## src/rtl/voice_alloc_pkg.sv

```systemverilog
// voice_alloc_pkg
// Shared types and constants for the voice allocator slice:
//   state_t  - allocator FSM states
//   event_t  - latched note event (effective on/off, note, velocity, tuning)
//   voice_t  - one voice table entry (active flag, note, allocation stamp)
// Tuning and stamp fields are sized for the largest supported parameter
// values; users keep only the low TUNING_W / AGE_W bits.
package voice_alloc_pkg;

  localparam int VIDX_W       = 8;
  localparam int MAX_TUNING_W = 64;
  localparam int MAX_AGE_W    = 32;

  typedef enum logic [1:0] {
    ST_IDLE  = 2'd0,
    ST_SCAN  = 2'd1,
    ST_ISSUE = 2'd2
  } state_t;

  typedef struct packed {
    logic                    on;
    logic [6:0]              note;
    logic [6:0]              velocity;
    logic [MAX_TUNING_W-1:0] tuning;
  } event_t;

  typedef struct packed {
    logic                 active;
    logic [6:0]           note;
    logic [MAX_AGE_W-1:0] stamp;
  } voice_t;

endpackage

```

## src/rtl/voice_alloc_table.sv

```systemverilog
// voice_alloc_table
// Voice table storage: one voice_t entry per voice.
// Ports:
//   clk, rst_n          - clock, asynchronous active-low reset (clears table)
//   rd_idx / rd_entry   - combinational read port used by the scan
//   wr_en/wr_idx/wr_entry - single write port used when a command issues
//   active_map          - per-voice active bitmap
module voice_alloc_table
  import voice_alloc_pkg::*;
#(
  parameter int NUM_VOICES = 16,
  parameter int IDX_W      = 4
) (
  input  logic                  clk,
  input  logic                  rst_n,
  input  logic [IDX_W-1:0]      rd_idx,
  output voice_t                rd_entry,
  input  logic                  wr_en,
  input  logic [IDX_W-1:0]      wr_idx,
  input  voice_t                wr_entry,
  output logic [NUM_VOICES-1:0] active_map
);

  voice_t entries_r [NUM_VOICES];

  // Table storage: cleared on reset, one entry written per issued command.
  always_ff @(posedge clk or negedge rst_n) begin
    if (!rst_n) begin
      for (int i = 0; i < NUM_VOICES; i++) begin
        entries_r[i] <= '0;
      end
    end else if (wr_en) begin
      entries_r[wr_idx] <= wr_entry;
    end
  end

  assign rd_entry = entries_r[rd_idx];

  // Gather the active flags into the bitmap.
  always_comb begin
    active_map = '0;
    for (int i = 0; i < NUM_VOICES; i++) begin
      active_map[i] = entries_r[i].active;
    end
  end

endmodule

```

## src/rtl/voice_allocator.sv

```systemverilog
// voice_allocator
// Polyphonic voice scheduler. Each accepted note event is scanned against the
// voice table one voice per cycle, then a single-cycle command is issued to
// the voice controller (or a drop pulse if nothing can be done).
// Ports:
//   i_clk, i_reset            - clock, asynchronous active-low reset
//   i_note_valid/o_note_ready - event handshake
//   i_note_on, i_note_num, i_velocity, i_tuning_code - event payload
//   o_ready_flag              - command strobe
//   o_note_status, o_voice_index, o_tuning_code, o_velocity - command (held)
//   o_voices_active           - per-voice busy bitmap
//   o_steal, o_drop           - status pulses
// Build option: define VOICE_ALLOC_STEAL_EN to steal the oldest voice when all
// voices are busy; otherwise such a note-on is dropped and o_steal is 0.
module voice_allocator
  import voice_alloc_pkg::*;
#(
  parameter int NUM_VOICES = 16,
  parameter int TUNING_W   = 32,
  parameter int AGE_W      = 16
) (
  input  logic                  i_clk,
  input  logic                  i_reset,
  input  logic                  i_note_valid,
  output logic                  o_note_ready,
  input  logic                  i_note_on,
  input  logic [6:0]            i_note_num,
  input  logic [6:0]            i_velocity,
  input  logic [TUNING_W-1:0]   i_tuning_code,
  output logic                  o_ready_flag,
  output logic                  o_note_status,
  output logic [VIDX_W-1:0]     o_voice_index,
  output logic [TUNING_W-1:0]   o_tuning_code,
  output logic [VIDX_W-1:0]     o_velocity,
  output logic [NUM_VOICES-1:0] o_voices_active,
  output logic                  o_steal,
  output logic                  o_drop
);

  localparam int IDX_W = (NUM_VOICES > 1) ? $clog2(NUM_VOICES) : 1;

  state_t           state_r;
  event_t           ev_r;
  logic [IDX_W-1:0] scan_idx_r;
  logic [AGE_W-1:0] seq_r;
  logic             match_found_r, free_found_r;
  logic [IDX_W-1:0] match_idx_r, free_idx_r;
  logic             dec_wr_r;
  logic [IDX_W-1:0] dec_wr_idx_r;
  voice_t           dec_entry_r;

  voice_t           rd_entry_s;
  logic             hit_s, scan_last_s;
  logic             nx_match_found_s, nx_free_found_s;
  logic [IDX_W-1:0] nx_match_idx_s, nx_free_idx_s;
  logic             dec_cmd_s, dec_steal_s;
  logic [IDX_W-1:0] dec_idx_s;

  voice_alloc_table #(.NUM_VOICES(NUM_VOICES), .IDX_W(IDX_W)) u_table (
    .clk        (i_clk),
    .rst_n      (i_reset),
    .rd_idx     (scan_idx_r),
    .rd_entry   (rd_entry_s),
    .wr_en      ((state_r == ST_ISSUE) && dec_wr_r),
    .wr_idx     (dec_wr_idx_r),
    .wr_entry   (dec_entry_r),
    .active_map (o_voices_active)
  );

  assign scan_last_s = (scan_idx_r == IDX_W'(NUM_VOICES - 1));

`ifdef VOICE_ALLOC_STEAL_EN
  logic             old_valid_r;
  logic [IDX_W-1:0] old_idx_r;
  logic [AGE_W-1:0] old_age_r;
  logic [AGE_W-1:0] age_s;
  logic             older_s, nx_old_valid_s;
  logic [IDX_W-1:0] nx_old_idx_s;
  logic [AGE_W-1:0] nx_old_age_s;

  // Oldest-voice tracking; modular age keeps ordering correct across seq wrap.
  // Strict greater-than keeps the lowest index on ties.
  always_comb begin
    age_s          = seq_r - rd_entry_s.stamp[AGE_W-1:0];
    older_s        = rd_entry_s.active && (!old_valid_r || (age_s > old_age_r));
    nx_old_valid_s = old_valid_r | rd_entry_s.active;
    if (older_s) begin
      nx_old_idx_s = scan_idx_r;
      nx_old_age_s = age_s;
    end else begin
      nx_old_idx_s = old_idx_r;
      nx_old_age_s = old_age_r;
    end
  end
`else
  assign o_steal = 1'b0;
`endif

  // Per-voice match/free tracking, keeping the first (lowest-index) hit.
  always_comb begin
    hit_s            = rd_entry_s.active && (rd_entry_s.note == ev_r.note);
    nx_match_found_s = match_found_r | hit_s;
    nx_free_found_s  = free_found_r | !rd_entry_s.active;
    if (hit_s && !match_found_r) begin
      nx_match_idx_s = scan_idx_r;
    end else begin
      nx_match_idx_s = match_idx_r;
    end
    if (!rd_entry_s.active && !free_found_r) begin
      nx_free_idx_s = scan_idx_r;
    end else begin
      nx_free_idx_s = free_idx_r;
    end
  end

  // Final decision from the tracking values including the last scanned voice.
  always_comb begin
    dec_cmd_s   = 1'b0;
    dec_steal_s = 1'b0;
    dec_idx_s   = '0;
    if (nx_match_found_s) begin
      dec_cmd_s = 1'b1;
      dec_idx_s = nx_match_idx_s;
    end else if (ev_r.on && nx_free_found_s) begin
      dec_cmd_s = 1'b1;
      dec_idx_s = nx_free_idx_s;
    end else if (ev_r.on) begin
`ifdef VOICE_ALLOC_STEAL_EN
      dec_cmd_s   = 1'b1;
      dec_steal_s = 1'b1;
      dec_idx_s   = nx_old_idx_s;
`else
      dec_cmd_s   = 1'b0;
`endif
    end else begin
      dec_cmd_s = 1'b0;
    end
  end

  // Allocator FSM with registered handshake, command and status outputs.
  always_ff @(posedge i_clk or negedge i_reset) begin
    if (!i_reset) begin
      state_r       <= ST_IDLE;
      ev_r          <= '0;
      scan_idx_r    <= '0;
      seq_r         <= '0;
      match_found_r <= 1'b0;
      match_idx_r   <= '0;
      free_found_r  <= 1'b0;
      free_idx_r    <= '0;
      dec_wr_r      <= 1'b0;
      dec_wr_idx_r  <= '0;
      dec_entry_r   <= '0;
      o_note_ready  <= 1'b0;
      o_ready_flag  <= 1'b0;
      o_note_status <= 1'b0;
      o_voice_index <= '0;
      o_tuning_code <= '0;
      o_velocity    <= '0;
      o_drop        <= 1'b0;
`ifdef VOICE_ALLOC_STEAL_EN
      o_steal       <= 1'b0;
      old_valid_r   <= 1'b0;
      old_idx_r     <= '0;
      old_age_r     <= '0;
`endif
    end else begin
      o_ready_flag <= 1'b0;
      o_drop       <= 1'b0;
`ifdef VOICE_ALLOC_STEAL_EN
      o_steal      <= 1'b0;
`endif
      case (state_r)
        ST_IDLE: begin
          if (i_note_valid && o_note_ready) begin
            // Velocity 0 note-on is a note-off.
            ev_r.on       <= i_note_on && (i_velocity != 7'd0);
            ev_r.note     <= i_note_num;
            ev_r.velocity <= i_velocity;
            ev_r.tuning   <= MAX_TUNING_W'(i_tuning_code);
            scan_idx_r    <= '0;
            match_found_r <= 1'b0;
            free_found_r  <= 1'b0;
`ifdef VOICE_ALLOC_STEAL_EN
            old_valid_r   <= 1'b0;
`endif
            o_note_ready  <= 1'b0;
            state_r       <= ST_SCAN;
          end else begin
            o_note_ready  <= 1'b1;
          end
        end
        ST_SCAN: begin
          match_found_r <= nx_match_found_s;
          match_idx_r   <= nx_match_idx_s;
          free_found_r  <= nx_free_found_s;
          free_idx_r    <= nx_free_idx_s;
`ifdef VOICE_ALLOC_STEAL_EN
          old_valid_r   <= nx_old_valid_s;
          old_idx_r     <= nx_old_idx_s;
          old_age_r     <= nx_old_age_s;
`endif
          scan_idx_r    <= scan_idx_r + IDX_W'(1);
          if (scan_last_s) begin
            state_r      <= ST_ISSUE;
            dec_wr_r     <= dec_cmd_s;
            dec_wr_idx_r <= dec_idx_s;
            if (dec_cmd_s) begin
              o_ready_flag  <= 1'b1;
              o_note_status <= ev_r.on;
              o_voice_index <= VIDX_W'(dec_idx_s);
`ifdef VOICE_ALLOC_STEAL_EN
              o_steal       <= dec_steal_s;
`endif
              if (ev_r.on) begin
                o_tuning_code <= ev_r.tuning[TUNING_W-1:0];
                o_velocity    <= {1'b0, ev_r.velocity};
                dec_entry_r   <= '{active: 1'b1, note: ev_r.note,
                                   stamp: MAX_AGE_W'(seq_r)};
              end else begin
                o_tuning_code <= {TUNING_W{1'b0}};
                o_velocity    <= {VIDX_W{1'b0}};
                dec_entry_r   <= '{active: 1'b0, note: ev_r.note,
                                   stamp: {MAX_AGE_W{1'b0}}};
              end
            end else begin
              o_drop <= 1'b1;
            end
          end else begin
            state_r <= ST_SCAN;
          end
        end
        ST_ISSUE: begin
          // Only a started voice consumes a sequence number.
          if (dec_wr_r && dec_entry_r.active) begin
            seq_r <= seq_r + AGE_W'(1);
          end else begin
            seq_r <= seq_r;
          end
          o_note_ready <= 1'b1;
          state_r      <= ST_IDLE;
        end
        default: begin
          o_note_ready <= 1'b0;
          state_r      <= ST_IDLE;
        end
      endcase
    end
  end

  // dec_steal_s is only consumed when stealing is built in.
  logic unused_s;
  assign unused_s = dec_steal_s;

endmodule

```

## config.mk

```make
export PLATFORM = sky130hd
export DESIGN_NAME = voice_allocator
export DESIGN_NICKNAME = d
export VERILOG_FILES = /design/src/rtl/voice_alloc_pkg.sv /design/src/rtl/voice_alloc_table.sv /design/src/rtl/voice_allocator.sv
export SDC_FILE = /design/constraint.sdc
export NUM_CORES = 1
export LEC_CHECK = 0
export CORE_ASPECT_RATIO = 1.4
export CORE_MARGIN = 2
export CORE_UTILIZATION = 28
export CTS_BUF_LIST = sky130_fd_sc_hd__clkbuf_4
export DETAILED_ROUTE_END_ITERATION = 10
export PLACE_DENSITY = 0.43
export REMOVE_ABC_BUFFERS = 1
export SLEW_MARGIN = 20
export SYNTH_ARGS = -nofsm -noshare
export SYNTH_HDL_FRONTEND = slang
export SYNTH_SLANG_ARGS = --single-unit
```

## constraint.sdc

```tcl
create_clock -name i_clk -period 3.6 [get_ports i_clk]
set_input_delay 0.36 -clock i_clk [delete_from_list [all_inputs] [get_ports i_clk]]
set_output_delay 0.36 -clock i_clk [all_outputs]
set_load 0.02 [all_outputs]
```

Word level (Yosys, flattened, before mapping)
Index checks and enable logic that the tools add are counted.

Register bits: 812. Input bits: 50. Logic and storage cells: 136.

Add/subtract/negate cells: 2. Magnitude comparators: 3. Equal/unequal tests: 5. Muxes and demuxes: 31. Bitwise gates (word level): 4. Reduce and logical (&&, ||, !) cells: 20.

Operator list (number): bitwise mux 640 bit (1); binary-select mux 40 bit (select 4 bit) (1); demux 40 bit (select 4 bit) (1); 2-to-1 mux 40 bit (4); 2-to-1 mux 32 bit (1); 2-to-1 mux 4 bit (5); adder 16 x 1 -> 16 bit (second input constant) (1); greater-or-equal comparator 5 bit (second input constant) (2); 2-to-1 mux 1 bit (10); NOT 4 -> 5 bit (2); logical AND 1 bit (9); one-hot mux 4 bit (2 select lines) (1); AND reduction 2 bit (4); == test 7 bit (1); 2-to-1 mux 7 bit (1); nonzero test 7 bit (1); < comparator 5 x 1 -> 1 bit (second input constant) (1); adder 4 x 1 -> 4 bit (second input constant) (1); == test 4 bit (second input constant) (1); 2-to-1 mux 2 bit (2); one-hot mux 1 bit (2 select lines) (2); one-hot mux 2 bit (2 select lines) (1); logical NOT 1 bit (3); one-hot mux 1 bit (3 select lines) (1); other kinds (7) (8).

Depth between registers and ports, before layout
Gate-level depths: netlist of run 1.

Depth after elaboration: 12. Mapped depth: 14. Depth with buffers taken out: 9.

By module
A second synthesis of run 1 with hierarchy kept.

Cells, all modules: 2410. Area total of the unflattened synthesis: 35133.7 sq um.

Modules (own cells, without submodules): voice_alloc_table (times used 1, cells an instance 1766, area an instance 28587.4 sq um); voice_allocator (times used 1, cells an instance 644, area an instance 6546.3 sq um).

Worst setup path before layout of run 1
OpenSTA, ideal clock, no wires.

Kind: register -> register. Start: register scan_idx_r[2]. End: register dec_entry_r[33] (netlist bit). Data arrival time: 3.071 ns. Slack: 0.404 ns. Cell stages (with the launch flop): 13. Path buffers: 4. Clock period less this slack: 3.196 ns. Path through: dfrtp_1 clkbuf_1 clkbuf_1 mux4_2 mux2i_1 mux2i_1 xor2_1 a2111o_1 or2_1 buf_6 a21o_4 buf_6 mux2_4.

Longest elaborated chain between the ends: 10. Elaborated cells on any way between the ends: 14. Classes of those cells: eq/ne: 2; mux: 5; bitwise: 3; reduce/logical: 4.

RTL lines: from (decl) (RTL line voice_allocator.sv:44) `logic [IDX_W-1:0] scan_idx_r;`; from (signal assigned) (RTL line voice_allocator.sv:203) `scan_idx_r <= scan_idx_r + IDX_W'(1);`; parallel branches: the longest is 9 deep, another holds binary-select mux 40 bit (select 4 bit); AND reduction 3 bit (no line) *; to (signal assigned) (RTL line voice_allocator.sv:218) `dec_entry_r <= '{active: 1'b1, note: ev_r.note,`; to (signal assigned) (RTL line voice_allocator.sv:223) `dec_entry_r <= '{active: 1'b0, note: ev_r.note,`; to (decl) (RTL line voice_allocator.sv:50) `voice_t dec_entry_r;`.

Every way passes the cells marked *. The select of a mux whose other input is x is not followed. A chain may end at the register's enable or synchronous reset.

Final worst setup path of run 1
Start: register scan_idx_r[1]. End: register dec_wr_idx_r[1].

Longest elaborated chain between the ends: 9. Elaborated cells on any way between the ends: 18. Classes of those cells: eq/ne: 2; mux: 7; bitwise: 3; reduce/logical: 6.

RTL lines: NOT 4 -> 5 bit (not written as such) (RTL line voice_alloc_table.sv:37) `assign rd_entry = entries_r[rd_idx];`; binary-select mux 40 bit (select 4 bit) (RTL line voice_alloc_table.sv:37); 2-to-1 mux 40 bit (not written as such) (2 in a row) (RTL line voice_alloc_table.sv:37); == test 7 bit or logical NOT 1 bit (tied branches) (RTL line voice_allocator.sv:101, voice_allocator.sv:103, voice_allocator.sv:109); logical AND 1 bit, or another cell as far along (RTL line voice_allocator.sv:101) `hit_s = rd_entry_s.active && (rd_entry_s.note == ev_r.note);`; logical AND 1 bit, or another cell as far along (RTL line voice_allocator.sv:104) `if (hit_s && !match_found_r) begin`; 2-to-1 mux 4 bit (on tied branches) (RTL line voice_allocator.sv:104, voice_allocator.sv:124); 2-to-1 mux 4 bit (RTL line voice_allocator.sv:121) `if (nx_match_found_s) begin`; to (signal assigned) (RTL line voice_allocator.sv:207) `dec_wr_idx_r <= dec_idx_s;`; to (decl) (RTL line voice_allocator.sv:49) `logic [IDX_W-1:0] dec_wr_idx_r;`.

Several ways; a longest one is shown, not always the timed one. The select of a mux whose other input is x is not followed.

==> impl_metrics.tcl, run 1 <==
set metrics [dict create \
    nNetsFinal 1136 \
    clk_pin_slew_ps 60 \
    synth_area_leader_cell "dfrtp_1" \
    dp_hpwl_um 19950 \
    yosysMostFrequentCell "dfrtp_1" \
    grt_max_degree 86 \
    p_leak_nw 6.598 \
    synth_cell_types 45 \
    fmax_mhz 294.8 \
    critPathCaptureType "flop" \
    worstPathArrival_ps 4020 \
    rows 86 \
    hp-class "input port to flop" \
    worstSetupPathType "flop to flop" \
    synth_top_flop_cell "dfrtp_1" \
    drv_cap 0 \
    ys_warn_count 0 \
    syn_area_sq_um 11240 \
    power.ir.vdd_worst_v 0.0003440 \
    fp.dieArea_sq_um 41790 \
    viasPerCell 4.479 \
    outcome "completed" \
    area_growth_pct 23.65 \
    postRouteWirelength_um 30510 \
    hold_viol_final 0 \
    crit_family "simple AND/OR/NAND/NOR gates" \
    combPwrFrac_pct 27.2 \
    start_kind "flop" \
    grtUsageTotal_pct 15.03 \
    numCtsBuffers 70 \
    netlist_top_cells_count "250 x dfrtp_1, 203 x nand2_1, 139 x mux2_2, 60 x mux2i_1, 47 x inv_1" \
    synthCells 926 \
    clk_path_buf_depth 3 \
    finalCriticalPeriod_ps 3392 \
    antenna_found_initial 2 \
    cp_num_buf_inv 1 \
    hold_start "i_note_num[3]" \
    p_switching_mw 3.066 \
    crit_chain "mux4_2, mux2_2, nand2_1, a21oi_1, or4_1, buf_4, or4b_2, a31oi_1, a21o_1" \
    final_core_util_pct 35.20 \
    clkLatencyLatePin_ps 710 \
    internal-power_mw 5.839 \
    gr-total-overflow 0 \
    yosysSeqAreaShare_pct 55.65 \
    cp_max_fo 12 \
    drcViolationCount 0 \
    required_ps 4230 \
    seqPwrFrac_pct 42.9 \
    htreeDepth 3 \
    fp.dieW_um 173.3 \
    critical_path.startpoint "scan_idx_r[1]$_DFFE_PN0P_" \
    drt_iter0_markers 231 \
    synth_top_area_share_pct 55.65 \
    synth-edff-count 0 \
    finalClockSkew_ps 42.34 \
    finalSetupViolCount 0 \
    synth_area_leaders "dfrtp_1 56%, mux2_2 14%, nand2_1 6.8%, mux2i_1 5.3%, mux4_2 4.8%" \
    fillers 4028 \
    start_util_pct 28.46 \
    power.density_nw_per_um2 640.7 \
    regArea_sq_um 6261 \
    r2r_start "scan_idx_r[1]$_DFFE_PN0P_" \
    cts_tree "built" \
    dr.pass1.iters 4 \
    grt_pass1_vias 8024 \
    num_io_pins 119 \
    num_vias 7457 \
    p_clk_share_pct 29.8 \
    multi_input_area_sq_um 4377 \
    place.gp.congestion 0.7912 \
    slowest_delay_ps 620 \
    detail-route-antenna-nets 0 \
    grt_pass1_wl_um 47660 \
    core_sq_um 39490 \
    ys_seq_elements 250 \
    rsz0062_at_grt "false" \
    maxSlewViolCount 0 \
    tightest_slew_ps 724.2 \
    crit_slowest_cell "or4b_2" \
    swShare_pct 34.43 \
    postSynthAreaPerCell_sq_um 12.14 \
    relSlewSlack_pct 51.72 \
    async_reset_ff_share_pct 100.0 \
    drive_above_1_share_pct 29.40 \
    io_buffers 112 \
    wl_per_cell_um 18.33 \
    fp.dieH_um 241.1 \
    root_buffer "clkbuf_4" \
    whs_ps 176.6 \
    fin_crit_sh_pct 94.21 \
    cts.sinks 250 \
]
==> sequential cells by signal (all words and copies together) (netlist names), 4 cells and up <==
register and flops:
scan_idx_r 4, o_tuning_code 32, o_voice_index 4, u_table.active_map 16, ev_r 47, u_table.entries_r 112
dec_entry_r 7, dec_wr_idx_r 4, match_idx_r 4, o_velocity 7, free_idx_r 4
==> final timing paths <==
path                                                            to  depth (start not counted)  slack [ps]
worst max-delay path                   dec_wr_idx_r[1]$_DFFE_PN0P_                          9         210
worst min-delay path                          ev_r[74]$_DFFE_PN0P_                          3         180
worst max register to register         dec_wr_idx_r[1]$_DFFE_PN0P_                          9         210
worst min register to register                ev_r[14]$_DFFE_PN0P_                          2         470
max in group asynchronous       u_table.entries_r[116]$_DFFE_PN0P_                          3        2420
min in group asynchronous                     ev_r[29]$_DFFE_PN0P_                          2         240
==> placed cells by master, fill, tap and decap left out, types with 16 or more instances in the layout <==
master and n:
nor2_1 17, mux2i_1 60, inv_1 47, nand2_1 203, clkdlybuf4s50_1 111, mux2_2 139, mux4_2 24, clkbuf_4 111
buf_4 34, a22oi_1 16, dfrtp_1 248
==> through the flow <==
stage | area [sq um] | worst slack, ps | std cells | power, mW | setup TNS, ps
after floorplan | 10810 | -846.4 | 860 | 5.086 | -42060
after global placement | 12960 | 195.1 | 1538 | 6.318 | 0
after detailed placement | 12960 | 148.5 | 1538 | 6.331 | 0
after CTS | 13880 | 96.93 | 1662 | 9.112 | 0
after global routing | 13900 | 42.70 | 1665 | 9.573 | 0
final | 13900 | 208.3 | 1665 | 8.905 | 0
==> final cells by class <==
| cell class | instances | share of cell area (%) |
|---|---|---|
| Multi-Input combinational cell | 562 | 31.49 |
| Timing Repair Buffer | 153 | 10.87 |
| Antenna cell | 1 | 0.01800 |
| Inverter | 48 | 1.305 |
| Clock inverter | 12 | 0.5221 |
| Clock buffer | 111 | 5.995 |
| Tap cell | 528 | 4.753 |
| Sequential cell | 250 | 45.04 |
==> power by group through the flow <==
stage                     logic [mW]  registers, mW  clock network, mW
after global routing            2.69           3.91               2.97
after CTS                       2.46           3.84               2.81
after floorplan                 1.04           4.05                  0
after detailed placement        2.44           3.89                  0
final                           2.43           3.82               2.66
after global placement          2.43           3.89                  0
==> routing by layer <==
layer  track usage, %  wire (um)
met2            25.67      15060
met1            17.01      12480
met4            7.396        938
met5                0          0
met3            4.836       2035
==> cells by family after synthesis <==
logic type                 synth area share, %
and+or+nand+nor                          9.973
DFF                                      55.65
muxes                                    24.88
buffers and inverters                    5.632
AOI/OAI and AO/OA                        3.406
xor gates and xnor gates                0.3116
adders and majority gates               0.1113
other                                  0.03336
==> worst reg2reg max path: stages, from the launching register on <==
cell and delay, ps:
dfrtp_4 570, mux4_2 520, mux2_2 310, nand2_1 90, a21oi_1 60, or4_1 540, buf_4 180, or4b_2 630
a31oi_1 300, a21o_1 120
==> what timing repair did <==
item / in CTS / in global routing
gates resized for setup: 0 / 1
buffers inserted: 0 / 2
hold buffers: 1 / 0
setup endpoints to repair: 0 / 26
hold endpoints to repair: 81 / 0
No activity file was read; power rests on OpenSTA's default activity.
==> inputs of run 2 (changes only) <==
--- a/config.mk
+++ b/config.mk
@@ -12,7 +12,7 @@
 export DETAILED_ROUTE_END_ITERATION = 10
 export PLACE_DENSITY = 0.43
 export REMOVE_ABC_BUFFERS = 1
-export SLEW_MARGIN = 20
+export SLEW_MARGIN = 25
 export SYNTH_ARGS = -nofsm -noshare
 export SYNTH_HDL_FRONTEND = slang
 export SYNTH_SLANG_ARGS = --single-unit
==> results of run 2 <==
Same layout as run 1: the final DEF is identical, and so are final timing and power.
